--- src/rtl/edge_event_logger_pkg.sv ---
// Shared definitions for the edge event logger: default sizes, the record
// layout at default widths, and the FIFO pointer-width helper.
package edge_event_logger_pkg;

    localparam int unsigned DEF_DATA_W = 2;
    localparam int unsigned DEF_TS_W   = 16;
    localparam int unsigned DEF_DEPTH  = 8;
    localparam int unsigned DEF_CNT_W  = 8;

    // One logged transition at the default widths: new bus value plus the
    // cycle it was sampled in.
    typedef struct packed {
        logic [DEF_DATA_W-1:0] data;
        logic [DEF_TS_W-1:0]   ts;
    } record_t;

    // Address bits needed to index a DEPTH-entry buffer; never less than 1.
    function automatic int unsigned ptr_w(input int unsigned depth);
        return (depth < 2) ? 1 : $clog2(depth);
    endfunction

endpackage

--- src/rtl/edge_event_logger_sync_fifo.sv ---
// First-word-fallthrough synchronous FIFO with wrap-bit pointers.
// Ports:
//   clk, rst        clock, synchronous active-high reset (empties the FIFO)
//   push, wdata     write request and data; taken when not full, or when full
//                   and a pop happens in the same cycle
//   pop             read request; ignored while empty
//   rdata           head entry, zero while empty
//   full, empty     occupancy flags derived from the registered pointers
module sync_fifo
    import edge_event_logger_pkg::*;
#(
    parameter int unsigned WIDTH = DEF_DATA_W + DEF_TS_W,
    parameter int unsigned DEPTH = DEF_DEPTH
) (
    input  logic             clk,
    input  logic             rst,
    input  logic             push,
    input  logic [WIDTH-1:0] wdata,
    input  logic             pop,
    output logic [WIDTH-1:0] rdata,
    output logic             full,
    output logic             empty
);

    localparam int unsigned AW = ptr_w(DEPTH);

    logic [WIDTH-1:0] mem [DEPTH];
    logic [AW:0]      wr_ptr;
    logic [AW:0]      rd_ptr;
    logic             do_push;
    logic             do_pop;

    // Extra MSB distinguishes full from empty when the index bits match.
    assign empty = (wr_ptr == rd_ptr);
    assign full  = (wr_ptr[AW] != rd_ptr[AW]) && (wr_ptr[AW-1:0] == rd_ptr[AW-1:0]);

    // A pop frees the head slot in the same cycle, so a full FIFO still accepts a push.
    assign do_pop  = pop && !empty;
    assign do_push = push && (!full || do_pop);

    assign rdata = empty ? '0 : mem[rd_ptr[AW-1:0]];

    // Pointer update.
    always_ff @(posedge clk) begin
        if (rst) begin
            wr_ptr <= '0;
            rd_ptr <= '0;
        end else begin
            if (do_push) begin
                wr_ptr <= wr_ptr + (AW+1)'(1);
            end
            if (do_pop) begin
                rd_ptr <= rd_ptr + (AW+1)'(1);
            end
        end
    end

    // Storage is never reset; empty gates what is visible at rdata.
    always_ff @(posedge clk) begin
        if (do_push) begin
            mem[wr_ptr[AW-1:0]] <= wdata;
        end
    end

endmodule

--- src/rtl/edge_event_logger.sv ---
// Timestamps every change of a narrow bus against a free-running cycle
// counter and queues (value, timestamp) records for a valid/ready consumer.
// Ports:
//   clk, rst     clock, synchronous active-high reset
//   in_data      monitored bus, sampled every cycle
//   clear        pulse: clears overflow and drop_count
//   ev_valid     head record available (registered, independent of ev_ready)
//   ev_ready     consumer accepts the head record when ev_valid is high
//   ev_data      head record value
//   ev_time      head record timestamp
//   overflow     sticky flag: a record has been dropped since reset/clear
//   drop_count   saturating count of dropped records
module edge_event_logger
    import edge_event_logger_pkg::*;
#(
    parameter int unsigned DATA_W = DEF_DATA_W,
    parameter int unsigned TS_W   = DEF_TS_W,
    parameter int unsigned DEPTH  = DEF_DEPTH,
    parameter int unsigned CNT_W  = DEF_CNT_W
) (
    input  logic              clk,
    input  logic              rst,
    input  logic [DATA_W-1:0] in_data,
    input  logic              clear,
    output logic              ev_valid,
    input  logic              ev_ready,
    output logic [DATA_W-1:0] ev_data,
    output logic [TS_W-1:0]   ev_time,
    output logic              overflow,
    output logic [CNT_W-1:0]  drop_count
);

    // Record layout at this instance's widths.
    typedef struct packed {
        logic [DATA_W-1:0] data;
        logic [TS_W-1:0]   ts;
    } rec_t;

    logic [TS_W-1:0]   tstamp;
    logic [DATA_W-1:0] prev;
    logic              armed;
    logic              change;
    logic              pop;
    logic              drop;
    logic              fifo_full;
    logic              fifo_empty;
    rec_t              wr_rec;
    rec_t              head;

    // The first sample after reset only primes prev; it is never an event.
    assign change = armed && (in_data != prev);
    assign pop    = ev_valid && ev_ready;
    assign drop   = change && fifo_full && !pop;

    assign wr_rec.data = in_data;
    assign wr_rec.ts   = tstamp;

    sync_fifo #(
        .WIDTH ($bits(rec_t)),
        .DEPTH (DEPTH)
    ) u_fifo (
        .clk   (clk),
        .rst   (rst),
        .push  (change),
        .wdata (wr_rec),
        .pop   (pop),
        .rdata (head),
        .full  (fifo_full),
        .empty (fifo_empty)
    );

    assign ev_valid = !fifo_empty;
    assign ev_data  = head.data;
    assign ev_time  = head.ts;

    // Timestamp counter and change detector.
    always_ff @(posedge clk) begin
        if (rst) begin
            tstamp <= '0;
            prev   <= '0;
            armed  <= 1'b0;
        end else begin
            tstamp <= tstamp + TS_W'(1);
            prev   <= in_data;
            armed  <= 1'b1;
        end
    end

    // Drop accounting; a drop coinciding with clear counts as the first after clear.
    always_ff @(posedge clk) begin
        if (rst) begin
            overflow   <= 1'b0;
            drop_count <= '0;
        end else if (drop) begin
            overflow <= 1'b1;
            if (clear) begin
                drop_count <= CNT_W'(1);
            end else if (drop_count != {CNT_W{1'b1}}) begin
                drop_count <= drop_count + CNT_W'(1);
            end
        end else if (clear) begin
            overflow   <= 1'b0;
            drop_count <= '0;
        end
    end

endmodule
--- config.mk ---
export PLATFORM = sky130hd
export DESIGN_NAME = edge_event_logger
export DESIGN_NICKNAME = d
export VERILOG_FILES = /design/src/rtl/edge_event_logger_pkg.sv /design/src/rtl/edge_event_logger_sync_fifo.sv /design/src/rtl/edge_event_logger.sv
export SDC_FILE = /design/constraint.sdc
export NUM_CORES = 1
export LEC_CHECK = 0
export CAP_MARGIN = 10
export CORE_UTILIZATION = 35
export CTS_CLUSTER_DIAMETER = 30
export CTS_CLUSTER_SIZE = 16
export DETAILED_ROUTE_END_ITERATION = 10
export GPL_ROUTABILITY_DRIVEN = 0
export SLEW_MARGIN = 30
export SYNTH_ARGS = -nofsm -noshare
export SYNTH_HDL_FRONTEND = slang
export SYNTH_SLANG_ARGS = --single-unit
--- constraint.sdc ---
create_clock -name clk -period 4.23 [get_ports clk]
set_input_delay 1.0575 -clock clk [delete_from_list [all_inputs] [get_ports clk]]
set_output_delay 1.0575 -clock clk [all_outputs]
set_load 0.005 [all_outputs]
Word-level counts from Yosys, hierarchy flattened

Memory sizes are Yosys's and may differ from the RTL's. A register that Yosys moved wholly into a read port is not among the register bits.
Cells that the tools add are included.
Widths: inputs -> output; s select.

Register bits: 36
RAM bits: 144
Input port bits: 6
Output and inout port bits: 28
Word-level logic and storage cells: 43
Memories: 1

$add $sub $neg: 4
Equality and inequality tests: 5
Muxes and demuxes: 12
Reduce and logical (&&, ||, !) cells: 14

Memory list:

| memory     | depth | bits a word | read ports | clocked after Yosys merged registers in | wr ports | line                              | text |
|---|---|---|---|---|---|---|---|
| u_fifo.mem | 8     | 18          | 1          | 1                                       | 1        | edge_event_logger_sync_fifo.sv:27 | `logic [WIDTH-1:0] mem [DEPTH];` |

Operators with widths:

| kind                  | count |
|---|---|
| $mux 8                | 4 |
| $mux 18               | 1 |
| $add 16x1->16 const B | 1 |
| $add 4x1->4 const B   | 2 |
| $add 8x1->8 const B   | 1 |
| $ne 8x8->1 const B    | 1 |
| $logic_and 1x1->1     | 7 |
| $mux 3                | 2 |
| $mux 1                | 5 |
| $eq 4x4->1            | 1 |
| $reduce_bool 2->1     | 2 |
| $eq 3x3->1            | 1 |
| $logic_not 1->1       | 3 |
| $ne 2x2->1            | 1 |
| $reduce_and 2->1      | 1 |
| $logic_or 1x1->1      | 1 |
| $ne 1x1->1            | 1 |

Longest topological paths before layout

Gate-level depths: netlist of the first run.

Depth in word-level cells: 8
Gate-level depth with buffers: 7
Depth with buffers taken out: 6

Modules after synthesis

From an unflattened synthesis of the first run, not the netlist that was laid out.

Cells, all modules: 439
Area, all modules: 7384.6 um^2

Modules (own cells, without submodules):

| module            | instances | cells an instance | area an instance (um^2) | seq. area each (um^2) |
|---|---|---|---|---|
| sync_fifo         | 1         | 299               | 6159.7                  | 4544.4 |
| edge_event_logger | 1         | 140               | 1224.9                  | 560.5 |

Least setup slack after synthesis of the first run

No wires, ideal clock.

Kind: input -> register
Start: in in_data[1]
End: mem u_fifo.mem[1][0] (netlist name), enable pin
Library setup time: 446 ps
Data arrival time: 3495 ps
Required time: 3784 ps
Setup slack: 289 ps
Cell stages on the path: 4
Path buffers: 0
Cells stage by stage: xor2_1 -> o21a_1 -> nand2_1 -> nor4b_1

Longest elaborated chain between the ends: 5

RTL lines:

| item                         | line                              | text |
|---|---|---|
| start, declared              | edge_event_logger.sv:23           | `input logic [DATA_W-1:0] in_data,` |
| $ne 2x2->1                   | edge_event_logger.sv:51           | `assign change = armed && (in_data != prev);` |
| $logic_and 1x1->1            | edge_event_logger.sv:51           |  |
| $logic_and 1x1->1            | edge_event_logger_sync_fifo.sv:39 | `assign do_push = push && (!full \|\| do_pop);` |
| $mux 1                       | edge_event_logger_sync_fifo.sv:60 | `if (do_push) begin` |
| $mux 1 (not written as such) | edge_event_logger_sync_fifo.sv:61 | `mem[wr_ptr[AW-1:0]] <= wdata;` |
| end, declared                | edge_event_logger_sync_fifo.sv:27 |  |

No other way between the ends.

==> results of run 1 <==
## worst paths after layout
kind / slack, ns / endpoint / cells past startpoint / start
max: 0.59 / ev_time[2] / 5 / flip-flop
min: 0.48 / overflow / 2 / overflow
max reg2reg: 1.64 / u_fifo.mem[6][6] / 6 / u_fifo.wr_ptr[0]
min reg2reg: 0.48 / overflow / 2 / overflow
## metrics by stage
stage                     hold WS [ns]  setup WS [ns]  std cells  power [mW]
after floorplan                  0.466          0.289        423        2.44
after global placement           0.462          0.687        727        2.72
after detailed placement         0.477          0.602        727        2.73
after CTS                        0.484          0.464        759        4.48
after global routing             0.504          0.349        759        4.58
final                            0.477          0.586        759        4.41
## layout by cell type (no fill, tap or decap), drive strengths merged, types with 2 or more instances in the layout
master	netlist	final
and3	3	3
nor4b	3	3
a211oi	2	2
edfxtp	144	144
o31ai	2	2
nor3b	2	2
a21oi	14	14
nand4	4	4
nor2	44	44
ha	4	4
o21ai	7	7
clkbuf	11	17
nand2	13	13
xor2	17	17
clkinv	0	3
or3	4	4
inv	3	7
clkdlybuf4s50	0	33
dfxtp	39	39
mux2i	20	20
or4	2	2
nor3	7	7
nand3b	2	2
nor2b	3	3
bufinv	0	5
nand3	12	12
buf	9	21
nor4	2	2
clkinvlp	0	3
xnor2	4	4
mux4	36	36
nand2b	2	2
## power by group through the flow
stage / combinational [mW] / clock (mW) / sequential (mW)
floorplan: 0.414 / 0 / 2.03
CTS: 0.664 / 1.79 / 2.03
global route: 0.704 / 1.85 / 2.03
global placement: 0.656 / 0 / 2.06
finish: 0.641 / 1.75 / 2.02
detailed placement: 0.662 / 0 / 2.07
## Yosys cell counts (2+ instances only)
library cell,count
a211oi_1,2
a21oi_1,14
and3_1,3
buf_2,7
buf_6,2
clkbuf_1,11
dfxtp_1,39
edfxtp_1,144
ha_1,4
inv_1,3
mux2i_1,20
mux4_2,36
nand2_1,13
nand2b_1,2
nand3_1,11
nand3b_1,2
nand4_1,4
nor2_1,44
nor2b_1,3
nor3_1,6
nor3b_1,2
nor4b_1,3
o21ai_0,7
o31ai_1,2
or3_1,4
or4_1,2
xnor2_1,4
xor2_1,16
## sequential cells by signal, indices dropped and copies added (netlist names), named ones only
| name | cells |
|---|---|
| u_fifo.wr_ptr | 4 |
| armed | 1 |
| tstamp | 16 |
| prev | 2 |
| drop_count | 8 |
| overflow | 1 |
| u_fifo.mem | 144 |
| u_fifo.rd_ptr | 4 |
## area by class of cell
type	count	area [sq um]
clock buffers	17	425
clock inverters	15	244
fillers	1839	11500
inverters	3	11.3
multi-input cells	217	2030
flip-flops and latches	183	5110
well taps	270	338
repair buffers	54	488
## cells by family after synthesis
group           count (synthesis)
fa+ha+maj                       4
flops                         183
xor+xnor                       21
simple gates                  106
mux                            56
compound gates                 30
buf+inv                        23
## per-layer routing
metal | global-route usage (%) | share of wire [%] | vias up
li1 | - | - | 1748
met1 | 17.2 | 43 | 1888
met2 | 22.7 | 51 | 77
met3 | 3.24 | 4.0 | 22
met4 | 6.42 | 2.3 | 0
met5 | 0 | 0 | -
## tightest hold or removal path, stage by stage (launching register included)
cell,delay (ns)
dfxtp_1,0.31
nand2b_1,0.06
a21oi_1,0.06
==> flow_summary.ini, run 1 <==
[drt]
ant_nets = 0
viasPerCell = 4.92
drt_pass1_iterations = 4
drt-initial-drc-count = 207
wl_per_cell_um = 18.0
drc = 0
wirelength_mm = 13.6
route.vias.total = 3735

[power]
p_int_mw = 3.40
clkPwrFrac_pct = 39.7
ir_drop_v = 0.000282
switchingPower_mw = 1.01
combPwrFrac_pct = 14.5
pwr_density_cell_nw_per_um2 = 510
switching_share_pct = 23.0
p_leak_nw = 2.77
seqPwrFrac_pct = 45.8

[flow_run]
drv_cap = 0

[clock_tree]
clockRootBuffer = clkbuf_16
clkLatencyLatePin_ns = 0.43
cts-htree-levels = 4
cts_setup_buffers = 0
cts.repair.resized = 0
cts.clk_slew.worst_paths_ns = 0.07
cts_sinks = 183
cts_buffers = 17
hold_buffers = 0
cts_tree = done
clockBufferDepth = 2

[yosys]
post-synth-top-area-cell = edfxtp_1
synth_compound_area_share_pct = 2.45
synth_top_family_by_area = multiplexers
async_flop_share_pct = 0
netlist_area_sq_um = 7190
yosysWarnings = 0
syn_avg_cell_area_sq_um = 17.0
synth-xor-area-share_pct = 2.66
ys_types = 41
synth_top_area_share_pct = 60.1
synthAdderAreaFrac_pct = 0.696
synth_seq_cells = 183
postSynthCellCount = 423
syn_nets = 433
muxShareOfSynthArea_pct = 14.1
synth-simple-area-share_pct = 7.59
synth_edf_count = 144
yosys_most_used_dff = edfxtp_1
ys_seq_area_share_pct = 71.0
synth.area.top_cells = edfxtp_1 (60%), mux4_2 (11%), dfxtp_1 (11%)

[place]
dp_hpwl_mm = 8.81
port_buffers = 33
place_area_sq_um = 7980

[floorplanning]
start_util_pct = 35.6
die_width_um = 145
core_area_sq_um = 20200
boundaryPins = 34
die_y_um = 145
rows = 52
design.die.area_sq_um = 21100

[sta]
setup_tns_ns = 0
slew_headroom_pct = 46.3
finalMaxSlewViolations = 0
setup_viol = 0
tightest_slew_ns = 0.800
fin_worst_skew_ns = 0.00719
post-route-period-util_pct = 86.2
hold_viol = 0
rsz0062_at_grt = false
max_freq_mhz = 274
fin_crit_ns = 3.64

[worst_setup_path]
crit_chain = buf_4 > mux4_2 > mux2i_1 > nor2_1 > clkdlybuf4s50_1
crit_family = buffers and inverters
crit_buf_inv = 2
max_stage_delay_ns = 0.59
required_ns = 3.17
cp_max_fo = 13
critPathArrivalTime_ns = 2.59
slowest_stage = dfxtp_2
crit_path_end_kind = output port
crit_type = reg -> out
start_kind = flip-flop

[finish]
syn_to_final_growth_pct = 20.3
post-route-util_pct = 42.9
layout-drive-gt1-share_pct = 21.3
final_area_sq_um = 8650
diodes = 0
final_nets = 486

[status]
status = complete, no violations

[global_route]
groute.usage.overall_pct = 13.8
grt_max_degree = 37
grt_pass1_wl_mm = 21.5
grt_antenna_before_repair = 0
overflow = 0
grt_pass1_vias = 3893

[hold_path]
hp-class = reg -> reg
Power figures use the tool's default switching activity.
==> run 2: changes to the inputs <==
Settings changed: CAP_MARGIN 10 to 0.
==> results of run 2 <==
Final layout, timing and power as in run 1 (identical DEF).
